## src/rtl/adder_nibble_sequencer_pkg.sv

```systemverilog
// Shared definitions for the nibble-serial adder/subtractor.
//   state_t  : sequencer FSM encoding (IDLE, RUN, DONE)
//   NIBBLE_W : width of the shared adder slice
package adder_nibble_sequencer_pkg;

  localparam int NIBBLE_W = 4;

  typedef enum logic [1:0] {
    IDLE = 2'd0,
    RUN  = 2'd1,
    DONE = 2'd2
  } state_t;

endpackage

```

## src/rtl/adder_nibble_sequencer_if.sv

```systemverilog
// Request/response bundle of the nibble-serial adder/subtractor.
//   request : in_valid, in_ready, a, b, cin, sub
//   response: out_valid, out_ready, sum, cout, ovf
//   status  : busy
// Handshake: a transfer happens on a rising clk edge where valid and ready
// are both 1. The producer holds its payload stable while valid=1 and ready=0;
// ready never depends combinationally on valid.
interface adder_nibble_sequencer_if #(
  parameter int W = 16
);
  logic         in_valid;
  logic         in_ready;
  logic [W-1:0] a;
  logic [W-1:0] b;
  logic         cin;
  logic         sub;
  logic         out_valid;
  logic         out_ready;
  logic [W-1:0] sum;
  logic         cout;
  logic         ovf;
  logic         busy;

  // Requesting datapath / consumer side
  modport master (
    output in_valid, a, b, cin, sub, out_ready,
    input  in_ready, out_valid, sum, cout, ovf, busy
  );

  // Sequencer side
  modport slave (
    input  in_valid, a, b, cin, sub, out_ready,
    output in_ready, out_valid, sum, cout, ovf, busy
  );
endinterface

```

## src/rtl/adder_nibble_sequencer_ripple_adder_4bit.sv

```systemverilog
// Combinational 4-bit ripple-carry adder slice shared by all nibbles.
//   x, y : nibble operands
//   ci   : carry in
//   s    : nibble sum
//   co   : carry out of bit 3
module ripple_adder_4bit (
  input  logic [3:0] x,
  input  logic [3:0] y,
  input  logic       ci,
  output logic [3:0] s,
  output logic       co
);
  logic [4:0] c;

  assign c[0] = ci;

  for (genvar i = 0; i < 4; i++) begin : g_fa
    assign s[i]   = x[i] ^ y[i] ^ c[i];
    assign c[i+1] = (x[i] & y[i]) | (c[i] & (x[i] ^ y[i]));
  end

  assign co = c[4];
endmodule

```

## src/rtl/adder_nibble_sequencer.sv

```systemverilog
// Nibble-serial adder/subtractor: adds 4*NIBBLES-bit operands through one
// shared 4-bit ripple slice, LSB nibble first, one nibble per clock.
//   clk, rst_n : clock, asynchronous active-low reset
//   bus        : request/response handshakes (slave modport)
//   dbg_state  : current FSM state for observation
module adder_nibble_sequencer
  import adder_nibble_sequencer_pkg::*;
#(
  parameter int NIBBLES = 4
) (
  input  logic                          clk,
  input  logic                          rst_n,
  adder_nibble_sequencer_if.slave       bus,
  output state_t                        dbg_state
);
  localparam int W  = NIBBLE_W * NIBBLES;
  localparam int IW = (NIBBLES > 1) ? $clog2(NIBBLES) : 1;
  localparam logic [IW-1:0] LAST_IDX = IW'(NIBBLES - 1);

  if (NIBBLES < 1 || NIBBLES > 16) begin : g_bad_nibbles
    $error("adder_nibble_sequencer: NIBBLES must be in 1..16");
  end

  state_t        state, next_state;
  logic [W-1:0]  a_r, b_r, sum_r;
  logic [IW-1:0] index;
  logic          carry, cout_r, ovf_r;
  logic          accept, last;
  logic [3:0]    slice_x, slice_y, slice_s;
  logic          slice_co;

  assign accept = bus.in_valid && (state == IDLE);
  assign last   = (index == LAST_IDX);

  assign slice_x = a_r[index*NIBBLE_W +: NIBBLE_W];
  assign slice_y = b_r[index*NIBBLE_W +: NIBBLE_W];

  ripple_adder_4bit u_slice (
    .x  (slice_x),
    .y  (slice_y),
    .ci (carry),
    .s  (slice_s),
    .co (slice_co)
  );

  always_ff @(posedge clk or negedge rst_n) begin
    if (!rst_n) state <= IDLE;
    else        state <= next_state;
  end

  always_comb begin
    next_state = state;
    case (state)
      IDLE:    if (accept) next_state = RUN;
      RUN:     if (last) next_state = DONE;
      DONE:    if (bus.out_ready) next_state = IDLE;
      default: next_state = IDLE;
    endcase
  end

  // Subtraction is A + ~B + 1: B is inverted on capture and the initial
  // carry forced to 1, so RUN is identical for both operations.
  always_ff @(posedge clk or negedge rst_n) begin
    if (!rst_n) begin
      a_r    <= '0;
      b_r    <= '0;
      sum_r  <= '0;
      index  <= '0;
      carry  <= 1'b0;
      cout_r <= 1'b0;
      ovf_r  <= 1'b0;
    end else begin
      case (state)
        IDLE: begin
          if (accept) begin
            a_r   <= bus.a;
            b_r   <= bus.sub ? ~bus.b : bus.b;
            carry <= bus.sub ? 1'b1 : bus.cin;
            index <= '0;
          end
        end
        RUN: begin
          sum_r[index*NIBBLE_W +: NIBBLE_W] <= slice_s;
          carry <= slice_co;
          if (last) begin
            index  <= '0;
            cout_r <= slice_co;
            // Signed overflow: operands (post-inversion) agree in sign but
            // the top result bit differs.
            ovf_r  <= (a_r[W-1] == b_r[W-1]) && (slice_s[3] != a_r[W-1]);
          end else begin
            index <= index + 1'b1;
          end
        end
        default: ;
      endcase
    end
  end

  assign bus.in_ready  = (state == IDLE);
  assign bus.out_valid = (state == DONE);
  assign bus.busy      = (state != IDLE);
  assign bus.sum       = sum_r;
  assign bus.cout      = cout_r;
  assign bus.ovf       = ovf_r;
  assign dbg_state     = state;
endmodule

```

## src/flat_wrapper.sv

```systemverilog
// flat-port wrapper written by rule: the top's interface ports become plain ports
module adder_nibble_sequencer_flat import adder_nibble_sequencer_pkg::*;
#(
  parameter int NIBBLES = 4
)
  (clk, rst_n, dbg_state, bus_in_valid, bus_a, bus_b, bus_cin, bus_sub, bus_out_ready, bus_in_ready, bus_out_valid, bus_sum, bus_cout, bus_ovf, bus_busy);
  adder_nibble_sequencer_if #(.W((16))) bus_i ();
  input  logic clk;
  input  logic rst_n;
  output state_t dbg_state;
  input wire logic [$bits(bus_i.in_valid)-1:0] bus_in_valid;
  input wire logic [$bits(bus_i.a)-1:0] bus_a;
  input wire logic [$bits(bus_i.b)-1:0] bus_b;
  input wire logic [$bits(bus_i.cin)-1:0] bus_cin;
  input wire logic [$bits(bus_i.sub)-1:0] bus_sub;
  input wire logic [$bits(bus_i.out_ready)-1:0] bus_out_ready;
  output wire logic [$bits(bus_i.in_ready)-1:0] bus_in_ready;
  output wire logic [$bits(bus_i.out_valid)-1:0] bus_out_valid;
  output wire logic [$bits(bus_i.sum)-1:0] bus_sum;
  output wire logic [$bits(bus_i.cout)-1:0] bus_cout;
  output wire logic [$bits(bus_i.ovf)-1:0] bus_ovf;
  output wire logic [$bits(bus_i.busy)-1:0] bus_busy;
  assign bus_i.in_valid = bus_in_valid;
  assign bus_i.a = bus_a;
  assign bus_i.b = bus_b;
  assign bus_i.cin = bus_cin;
  assign bus_i.sub = bus_sub;
  assign bus_i.out_ready = bus_out_ready;
  assign bus_in_ready = bus_i.in_ready;
  assign bus_out_valid = bus_i.out_valid;
  assign bus_sum = bus_i.sum;
  assign bus_cout = bus_i.cout;
  assign bus_ovf = bus_i.ovf;
  assign bus_busy = bus_i.busy;
  adder_nibble_sequencer #(.NIBBLES(NIBBLES)) u_core (.clk(clk), .rst_n(rst_n), .bus(bus_i), .dbg_state(dbg_state));
endmodule
```

## config.mk

```make
export PLATFORM = sky130hd
export DESIGN_NAME = adder_nibble_sequencer_flat
export DESIGN_NICKNAME = d
export VERILOG_FILES = /design/src/rtl/adder_nibble_sequencer_pkg.sv /design/src/rtl/adder_nibble_sequencer_if.sv /design/src/rtl/adder_nibble_sequencer_ripple_adder_4bit.sv /design/src/rtl/adder_nibble_sequencer.sv /design/src/flat_wrapper.sv
export SDC_FILE = /design/constraint.sdc
export NUM_CORES = 1
export LEC_CHECK = 0
export ABC_AREA = 1
export CAP_MARGIN = 20
export CORE_MARGIN = 4
export CORE_UTILIZATION = 55
export CTS_CLUSTER_DIAMETER = 120
export DETAILED_ROUTE_END_ITERATION = 7
export GPL_ROUTABILITY_DRIVEN = 0
export PLACE_DENSITY_LB_ADDON = 0.08
export SLEW_MARGIN = 20
export SYNTH_ARGS = -nofsm -noshare
export SYNTH_HDL_FRONTEND = slang
export SYNTH_SLANG_ARGS = --single-unit
```

## constraint.sdc

```tcl
create_clock -name clk -period 4.75 [get_ports clk]
set_input_delay 1.1875 -clock clk [delete_from_list [all_inputs] [get_ports clk]]
set_output_delay 1.1875 -clock clk [all_outputs]
set_load 0.02 [all_outputs]
```

==> metrics, run 1 <==
Global Route met2 Usage between 30% and 40%; Setup TNS Final 0 ns; post-DP HPWL ~4300 µm; Adder-Cell Fraction of Synth Area 5.36%; TritonCTS Sinks 55; sequential share of power between 30 and 40%; via count between 2000 and 2500; register bit total from synthesis between 50 and 60; CTS root buffer clkbuf_8; mux cell area share after synthesis 0%; gr busiest metal met2; min Tclk post-route between 3 and 4 ns; max-cap violations 0; met3 Use GR between 3 and 4%; Switching Fraction a little under half; kind of end point of the critical path register; Layout fillers roughly 450; CTS clk-pin slew, worst paths around 0.10 ns; first-pass GRT wire length around 10000 µm; Starting Density 56.7%; Slew Limit Fails 0; Mean Syn Cell Area approximately 8 µm²; largest family of logic cells by synthesized area simple AND/OR/NAND/NOR gates; Setup Skew 0.00836 ns; register area share after synthesis a little under half; I/O Buffers 60; # rows 26; final wirelength 5970 µm; area delta synth->final 24.0%; H-tree depth 2; met1 usage 27.0%; most instantiated cells after synthesis nand2_1 (170), dfrtp_1 (55), inv_1 (24); CP max FO 26; Iteration-0 DRC Markers between 90 and 100; non-filler cells, final 488; placed cell count 480; grt total ovfl 0; # setup viols final 0; CTS tree built; cell-internal power about 1.3 mW; number of synthesized flops with an enable pin 0; Diodes inserted 0; Final Hold Vio Count 0; clock power share between 10 and 15%; Comb power frac 54.5%; antenna violations before repair 0; clk_lat worst skew approximately 0.31 ns; Area contributors post-synth dfrtp_1 (48%), nand2_1 (22%), xor2_1 (4.8%); Mapped Area 2900 µm²; top-area cell type share of the netlist area a little under half; Most used DFF post-synth dfrtp_1; fraction of registers with async set/reset between 90% and 100%; die area between 6000 and 7000 µm²; Mapped Nets approximately 400; area of the multi-input gates ~1300 µm²; Layout Utilization 70.3%; critical path class register to register; DR DRC count 0; P_sw between 1 and 1.5 mW; Final Net Count about 470; WHS ~0.48 ns; fin crit share between 70% and 80%; Worst Path Required around 5 ns; P_leak between 1.5 and 2 nW; top cell type by total area after synthesis dfrtp_1; post-synthesis compound-gate area fraction under 10%; chip width slightly above 80 µm; total track usage between 20% and 30%; Worst-Margin Slew 0.974 ns; postcts setup bufs 0; cell with the most instances after synthesis nand2_1; RSZ-0062 raised after global routing no; Register Area 1380 µm²; status completed; Post-Synth Simple-Gate Area between 20% and 30%; largest net degree at the start of global routing 56; share of post-route cells with drive strength above 1 under 10%; vias in the first global route 2236; XOR/XNOR Fraction of Synth Area under 10%; pwr dens between 600 and 700 nW/µm²; CP Launch Type register; wire per inst 12.2 µm; f_max about 0.30 GHz; Netlist cell types 23; cell area after layout 3590 µm²; # IOs 61; Post-CTS Resized 0; Detailed Routing Iterations Pass 1 4; Die Y between 80 and 90 µm; Worst EP arrival 3.60 ns; DR vias/cell ~5; Tightest Hold Check Type register to register; area of placed instances about 3500 µm²; post-route ant nets 0; Core ar. ~5100 µm²; Worst VDD drop 376 µV; CTS Buffer Depth 2; Inserted Clock Buffers 5; Max-slew headroom 34.9%; Syn Inst Count about 360; Post-CTS Hold Buffers 0; warnings from Yosys 0
[logic make-up after synthesis]
family / Yosys count
and+or+nand+nor: 214
AOI/OAI and AO/OA: 26
adders and majority gates: 10
buffers and inverters: 42
xor gates and xnor gates: 16
DFF: 55
[through the flow]
step | setup WS [ns] | total power [mW]
floorplan | 1.95 | 1.76
global route | 1.14 | 2.69
global placement | 1.52 | 2.11
detailed placement | 1.42 | 2.14
CTS | 1.40 | 2.46
finish | 1.40 | 2.44
[path summary, 6_finish.rpt]
| kind | end | cells past startpoint | start | slack, ns |
|---|---|---|---|---|
| worst max-delay path | u_core.bus.ovf | 15 | u_core.index[0] | 1.40 |
| worst min-delay path | u_core.bus.cout | 2 | u_core.bus.cout | 0.48 |
| worst max register to register | u_core.bus.ovf | 15 | u_core.index[0] | 1.40 |
| worst min register to register | u_core.bus.cout | 2 | u_core.bus.cout | 0.48 |
| max in group asynchronous | u_core.bus.sum[10] | 2 | rst_n | 3.32 |
| min in group asynchronous | u_core.a_r[15] | 2 | rst_n | 1.00 |
[state kept, by name, indices dropped and copies added (netlist names)]
name,flops
u_core.a_r,16
u_core.b_r,16
u_core.bus.cout,1
u_core.bus.ovf,1
u_core.bus.sum,16
u_core.carry,1
u_core.dbg_state,2
u_core.index,2
[layout make-up]
cell class / instances / share of cell area, %
Clock inverter: 3 / 1.22
Sequential cell: 55 / 38.3
Tap cell: 70 / 2.44
Multi-Input combinational cell: 266 / 36.2
Timing Repair Buffer: 62 / 17.0
Clock buffer: 5 / 1.92
Inverter: 27 / 2.89
[power by group through the flow]
stage | registers (mW) | logic [mW] | clock network [mW]
after floorplan | 0.831 | 0.930 | 0
after global placement | 0.810 | 1.30 | 0
after detailed placement | 0.810 | 1.33 | 0
after CTS | 0.803 | 1.34 | 0.313
after global routing | 0.828 | 1.53 | 0.330
final | 0.803 | 1.33 | 0.309
[worst max-delay path: stages (launching register included)]
cell and delay [ns]:
dfrtp_1 0.37, buf_4 0.22, inv_1 0.54, nand2_1 0.10, nand3_1 0.10, nand2_1 0.09, fa_1 0.40, fa_1 0.38
inv_1 0.08, fa_1 0.18, fa_1 0.47, inv_1 0.12, nand2_1 0.05, nand2_1 0.05, nand3_1 0.07, nand2_1 0.07
[placed cells by master (no fill, tap or decap), drive strengths merged]
master         netlist  final
buf                 14      3
bufinv               0      1
clkbuf               1      5
clkdlybuf4s50        0     59
clkinv               1      3
dfrtp               55     55
fa                   4      4
ha                   6      6
inv                 26     26
nand2              172    172
nand3               21     21
nand4                2      2
nor2                17     17
nor3                 2      2
o211ai               8      8
o21ai               17     17
o31ai                1      1
xor2                16     16
[layer usage]
metal / vias to the layer above / wire [µm]
li1: 1230 / -
met1: 1123 / 2610
met2: 61 / 3020
met3: 7 / 279
met4: 0 / 62
met5: - / 0
Power figures use the tool's default switching activity.
==> run 2, diff against run 1 <==
--- a/config.mk
+++ b/config.mk
@@ -8,7 +8,7 @@
 export ABC_AREA = 1
 export CAP_MARGIN = 20
 export CORE_MARGIN = 4
-export CORE_UTILIZATION = 55
+export CORE_UTILIZATION = 51
 export CTS_CLUSTER_DIAMETER = 120
 export DETAILED_ROUTE_END_ITERATION = 7
 export GPL_ROUTABILITY_DRIVEN = 0
==> constraint.sdc (replaced) <==
create_clock -name clk -period 3.3 [get_ports clk]
set_input_delay 0.825 -clock clk [delete_from_list [all_inputs] [get_ports clk]]
set_output_delay 0.825 -clock clk [all_outputs]
set_load 0.02 [all_outputs]
==> run 2 against run 1 <==
Compared with the run above: register-to-register slack got worse by 0.98 ns; global-route usage fell by 1.7 points; die area rose by 7.0%; cell count rose by 1.0%; via count rose by 0.29%; total power rose by 48%; count of clock-buffer cells in the layout did not move; critical path type unchanged; critical endpoint unchanged; highest routed layer unchanged.
==> metrics, run 2 (same netlist as run 1, synthesis figures left out) <==
die area 6950 µm² (+7.0%); kind of end point of the critical path register; post-route ant nets 0 (unchanged); # rows 27 (+3.8%); Post-CTS Resized 0 (unchanged); total track usage 18.3% (-1.7 points); Tightest Hold Check Type register to register; Inserted Clock Buffers 5 (unchanged); Slowest-stage cell, CP fa_1; Register Area 1380 µm² (unchanged); commonest non-fill, non-tap cell in the layout nand2_1; Iteration-0 DRC Markers 124 (+29%); vias in the first global route 2255 (+0.85%); CP Buf/Inv Count 3 (-1); I/O Buffers 60 (unchanged); DR DRC count 0 (unchanged); share of post-route cells with drive strength above 1 4.75% (+0.68 points); most frequent cells in the layout nand2_1 (170), clkdlybuf4s50_1 (59), dfrtp_1 (55); Post-CTS Hold Buffers 0 (unchanged); Worst Path Required 3.55 ns (-1.45 ns); CP max FO 14 (-46%); # setup viols final 0 (unchanged); CTS root buffer clkbuf_8; pwr dens 995 nW/µm² (+46%); grt total ovfl 0 (unchanged); CP most frequent cell nand2_1; CP Launch Type register; area delta synth->final 25.7%; area of the multi-input gates 1300 µm² (unchanged); f_max 0.347 GHz (+16%); CTS Buffer Depth 2 (unchanged); largest net degree at the start of global routing 56 (unchanged); chip width 83.4 µm (+3.5%); TritonCTS Sinks 55 (unchanged); max incr delay on CP 0.46 ns (-0.08 ns); Layout Utilization 66.1% (-4.2 points); R2R Setup Slk 0.42 ns (-0.98 ns); max-cap violations 0 (unchanged); antenna violations before repair 0 (unchanged); CTS tree built; CP top delay family adder cells; DR vias/cell 4.92 (-0.73%); Worst-Margin Slew 0.884 ns (-0.0902 ns); # IOs 61 (unchanged); RSZ-0062 raised after global routing no; Final Net Count 468 (+0.65%); Worst VDD drop 533 µV (+42%); Die Y 83.4 µm (+3.5%); Setup TNS Final 0 ns (unchanged); Layout fillers 487 (+8.7%); Diodes inserted 0 (unchanged); non-filler cells, final 493 (+1.0%); final wirelength 6040 µm (+1.3%); Detailed Routing Iterations Pass 1 4 (unchanged); placed cell count 485 (+1.0%); status completed; P_leak 1.84 nW (+1.1%); via count 2428 (+0.29%); post-DP HPWL 4450 µm (+2.7%); clk_lat worst skew 0.31 ns (about the same); Setup Skew 0.00751 ns (-0.000857 ns); Max-slew headroom 40.9% (+6.0 points); H-tree depth 2 (unchanged); Final Hold Vio Count 0 (unchanged); CTS clk-pin slew, worst paths 0.10 ns (about the same); Slew Limit Fails 0 (unchanged); wire per inst 12.3 µm (+0.25%); min Tclk post-route 2.88 ns (-0.470 ns); first-pass GRT wire length 10400 µm (+2.0%); crit-path cells inv_1, nand2_1, nand3_1, nand2_1, fa_1, fa_1, inv_1, fa_1, fa_1, inv_1, nand2_1, nand2_1, nand3_1, nand2_1; area of placed instances 3500 µm² (+0.72%); Core ar. 5510 µm² (+7.8%); postcts setup bufs 0 (unchanged); Starting Density 52.6% (-4.1 points); critical path class register to register; cell area after layout 3640 µm² (+1.4%); fin crit share 87.4% (+17 points); Worst EP arrival 3.14 ns (-0.46 ns); WHS 0.485 ns (+0.00594 ns)
[run 2: cell count changes in the layout (fill, tap and decap cells not counted)]
cell,previous run,this run
buf_4,2,5
clkinv_2,1,0
bufinv_16,1,2
clkinvlp_4,0,1
clkinv_4,1,0
[run 2: worst paths after layout]
kind                       depth (start not counted)            endpoint          startpoint
setup / recovery                                  14      u_core.bus.ovf     u_core.index[0]
hold / removal                                     2  u_core.bus.sum[14]  u_core.bus.sum[14]
setup reg to reg                                  14      u_core.bus.ovf     u_core.index[0]
hold reg to reg                                    2  u_core.bus.sum[14]  u_core.bus.sum[14]
max in group asynchronous                          2       u_core.b_r[7]               rst_n
min in group asynchronous                          2  u_core.bus.sum[14]               rst_n
[run 2: area by class of cell]
type / count / share of cell area, %
well taps: 72 / 2.48
repair buffers: 65 / 17.4
clock buffers: 5 / 1.89
flip-flops and latches: 55 / 37.8
inverters: 27 / 2.85
clock inverters: 3 / 1.86
multi-input cells: 266 / 35.7
[run 2: routing by layer]
layer  GRT usage, %  part of all wire [%]  vias to the layer above
met2           29.9                    49                       63
met1           23.9                    43                     1118
li1               -                     -                     1234
met4           6.84                   2.2                        0
met3           3.87                   5.7                       13
met5              0                     0                        -
[run 2: worst min-delay path: stages, from the launching register on]
cell     delay, ns
dfrtp_1       0.36
nand2_1       0.05
nand2_1       0.05
[run 2: through the flow]
| step | worst slack, ns | total power, mW |
|---|---|---|
| after detailed placement | 0.469 | 3.12 |
| after CTS | 0.443 | 3.65 |
| after global routing | 0.244 | 3.98 |
| after global placement | 0.509 | 3.09 |
| after floorplan | 0.504 | 2.53 |
| final | 0.416 | 3.62 |
[run 2: report_power, final]
group | internal [mW] | total [mW] | switching, mW | leakage, nW
Combinational | 0.746 | 1.96 | 1.22 | 1.07
Sequential | 0.959 | 1.14 | 0.181 | 0.704
Clock | 0.302 | 0.520 | 0.217 | 0.0644
==> patch: new RTL, flow settings as in run 2 <==
Register the output `dbg_state` once more, without a reset; this adds one clock of latency there. The other outputs are not delayed to match.
--- a/src/rtl/adder_nibble_sequencer.sv
+++ b/src/rtl/adder_nibble_sequencer.sv
@@ -105,3 +105,5 @@
   assign bus.ovf       = ovf_r;
-  assign dbg_state     = state;
+  always_ff @(posedge clk) begin
+    dbg_state <= state;
+  end
 endmodule
Behaviour: not the same (Yosys sat finds a counterexample within 4 cycles, from zero or initial values and one cycle with rst_n low).
==> patch against run 2 <==
- final cell count is 2.2% higher
- critical path depth is 1 higher
- critical path type unchanged
- cell area increased by 2.0%
- routed wire length increased by 6.2%
- power grew 2.0%
- clock skew decreased by 2.2 ps
- synthesized cell count grew 1.4%
- sequential cell count up 2
- synthesized area rose by 1.3%
- worst setup slack got worse by 14 ps
- core utilization rose by 0.91 points
==> patch: results (changes against run 2) <==
PORT_BUFFERS=60  # unchanged
ASYNC_RESET_FF_FRAC=0.965  # -0.0351
CP_SLOWEST_STAGE_DELAY_PS=480  # +20 ps
NETSWITCHINGFRACTION=0.447  # +0.00181
LAYOUT_AREA_OVERHEAD_PCT=26.6
TIMING.HOLD.WS_PS=483  # -2.35 ps
POST_SYNTH_MAIN_AREA_CONTRIBUTORS='dfrtp_1 (47%), nand2_1 (23%), xor2_1 (4.8%)'
CRITICAL-PATH-SLOWEST-CELL='fa_1'
GR-USAGE-ALL-LAYERS=0.198  # +0.0150
YOSYSSEQAREASHARE=0.483  # +0.00777
INITIAL_CORE_UTIL=0.529  # +0.00334
WORST_SKEW_PAIR.LATE_LATENCY_PS=330  # +20 ps
CTS-RESIZED-GATES=0  # unchanged
IR_DROP_V=0.000517  # -3.0%
HTREE_LEVELS=3  # +1
DETAILED_PLACE_HPWL_MM=4.64  # +4.4%
CLK_PATH_BUF_DEPTH=2  # unchanged
DRT-VIAS-PER-INSTANCE=4.92  # -0.13%
WORSTPATHMAXFANOUT=27  # +13
LAYOUT-DRIVE-GT1-SHARE=0.0509  # +0.00342
CRITICAL_PATH_ARRIVAL_PS=3120  # -20 ps
TOTAL_SETUP_BUFFERS_INSERTED_AFTER_CTS=0  # unchanged
GLOBAL_ROUTE_WIRE_LENGTH_BEFORE_REPAIR_MM=11.2  # +8.0%
CELLLEAKAGEPOWER_nW=1.91  # +3.9%
POST_CTS_CLOCK_SLEW_AT_THE_LAUNCH_AND_CAPTURE_REGISTERS_OF_THE_WORST_SETUP_AND_HOLD_PATHS_PS=60  # -40 ps
TIMING_WORST_SLEW_PIN_VALUE_PS=922  # +38.2 ps
YS_TOP_CELLS_BY_COUNT='nand2_1 (178), dfrtp_1 (55), inv_1 (24), nand3_1 (24), nor2_1 (20)'
NUMBER_OF_FILL_CELLS_IN_THE_LAYOUT=513  # +5.3%
NETLIST-CELL-TYPE-COUNT=19  # -17%
INITIAL_ANTENNA_VIOLATION_COUNT=0  # unchanged
SYNTH.YOSYS.WARNINGS=0  # unchanged
DETAIL_ROUTE.ITER0.VIOLATIONS=125  # +0.81%
VIAS_IN_THE_FIRST_GLOBAL_ROUTE=2486  # +10%
DP_WORST_SETUP_SLACK_PS=409  # -59.6 ps
WL_MM=6.42  # +6.2%
FIN_NETS=475  # +1.5%
RESULT_OF_THE_RUN='finished, final reports clean'
POSTPLACECELLAREA_UM2=3540  # +1.0%
TRITONCTS.NUM_BUFFERS=9  # +4
FIN_SKEW_PS=5.31  # -2.20 ps
SYNTHESIZED_NETLIST_NET_COUNT=416  # +1.2%
FMAX_GHz=0.345  # -0.47%
==> patch: cell types whose count changed after synthesis, moves of 3 or more <==
| cell | delta |
|---|---|
| buf_2 | +4 |
| nand2_1 | +8 |
| nand3_1 | +3 |
| nor2_1 | +5 |
| o21ai_0 | -6 |
==> patch: worst min-delay path, stage by stage (launching register included) <==
cell	delay [ps]
dfrtp_1	340
nand2_1	50
nand2_1	50
==> patch: layout make-up <==
type | count | share of cell area
multi-input combinational | 270 | 0.353
clock buffer | 13 | 0.0428
inverter | 25 | 0.0260
tap | 72 | 0.0243
sequential | 57 | 0.382
clock inverter | 3 | 0.00404
timing repair buffer | 64 | 0.169
==> patch: path summary, 6_finish.rpt <==
kind                               startpoint                  to  cells past startpoint
max                           u_core.index[0]  u_core.bus.sum[11]                     15
min                        u_core.bus.sum[10]  u_core.bus.sum[10]                      2
min reg2reg                u_core.bus.sum[10]  u_core.bus.sum[10]                      2
min in group asynchronous               rst_n     u_core.bus.cout                      2
max reg2reg                   u_core.index[0]  u_core.bus.sum[11]                     15
max in group asynchronous               rst_n       u_core.b_r[9]                      2
==> patch: logic make-up after synthesis <==
family	after synthesis	synth area share
buf+inv	41	0.0704
flops	57	0.483
compound gates	18	0.0367
simple gates	226	0.309
xor+xnor	16	0.0478
fa+ha+maj	10	0.0529
==> patch: per-layer routing <==
metal	vias to the layer above	global-route usage	part of all wire	wire length, um
met5	-	0	0	0
met3	7	0.0474	0.044	280
li1	1248	-	-	-
met2	49	0.331	0.50	3220
met1	1175	0.246	0.44	2840
met4	0	0.0804	0.013	82
==> patch: power by group through the flow <==
stage / clock network (mW) / registers, mW / logic, mW
finish: 0.582 / 1.19 / 1.92
CTS: 0.590 / 1.19 / 1.93
global placement: 0 / 1.20 / 1.87
global route: 0.627 / 1.22 / 2.19
detailed placement: 0 / 1.20 / 1.92
floorplan: 0 / 1.23 / 1.32
==> patch: per-stage QoR <==
step	power (mW)	std cells
2_1_floorplan	2.55	368
3_3_place_gp	3.06	488
3_5_place_dp	3.12	488
4_1_cts	3.72	504
5_1_grt	4.04	504
6_report	3.69	504
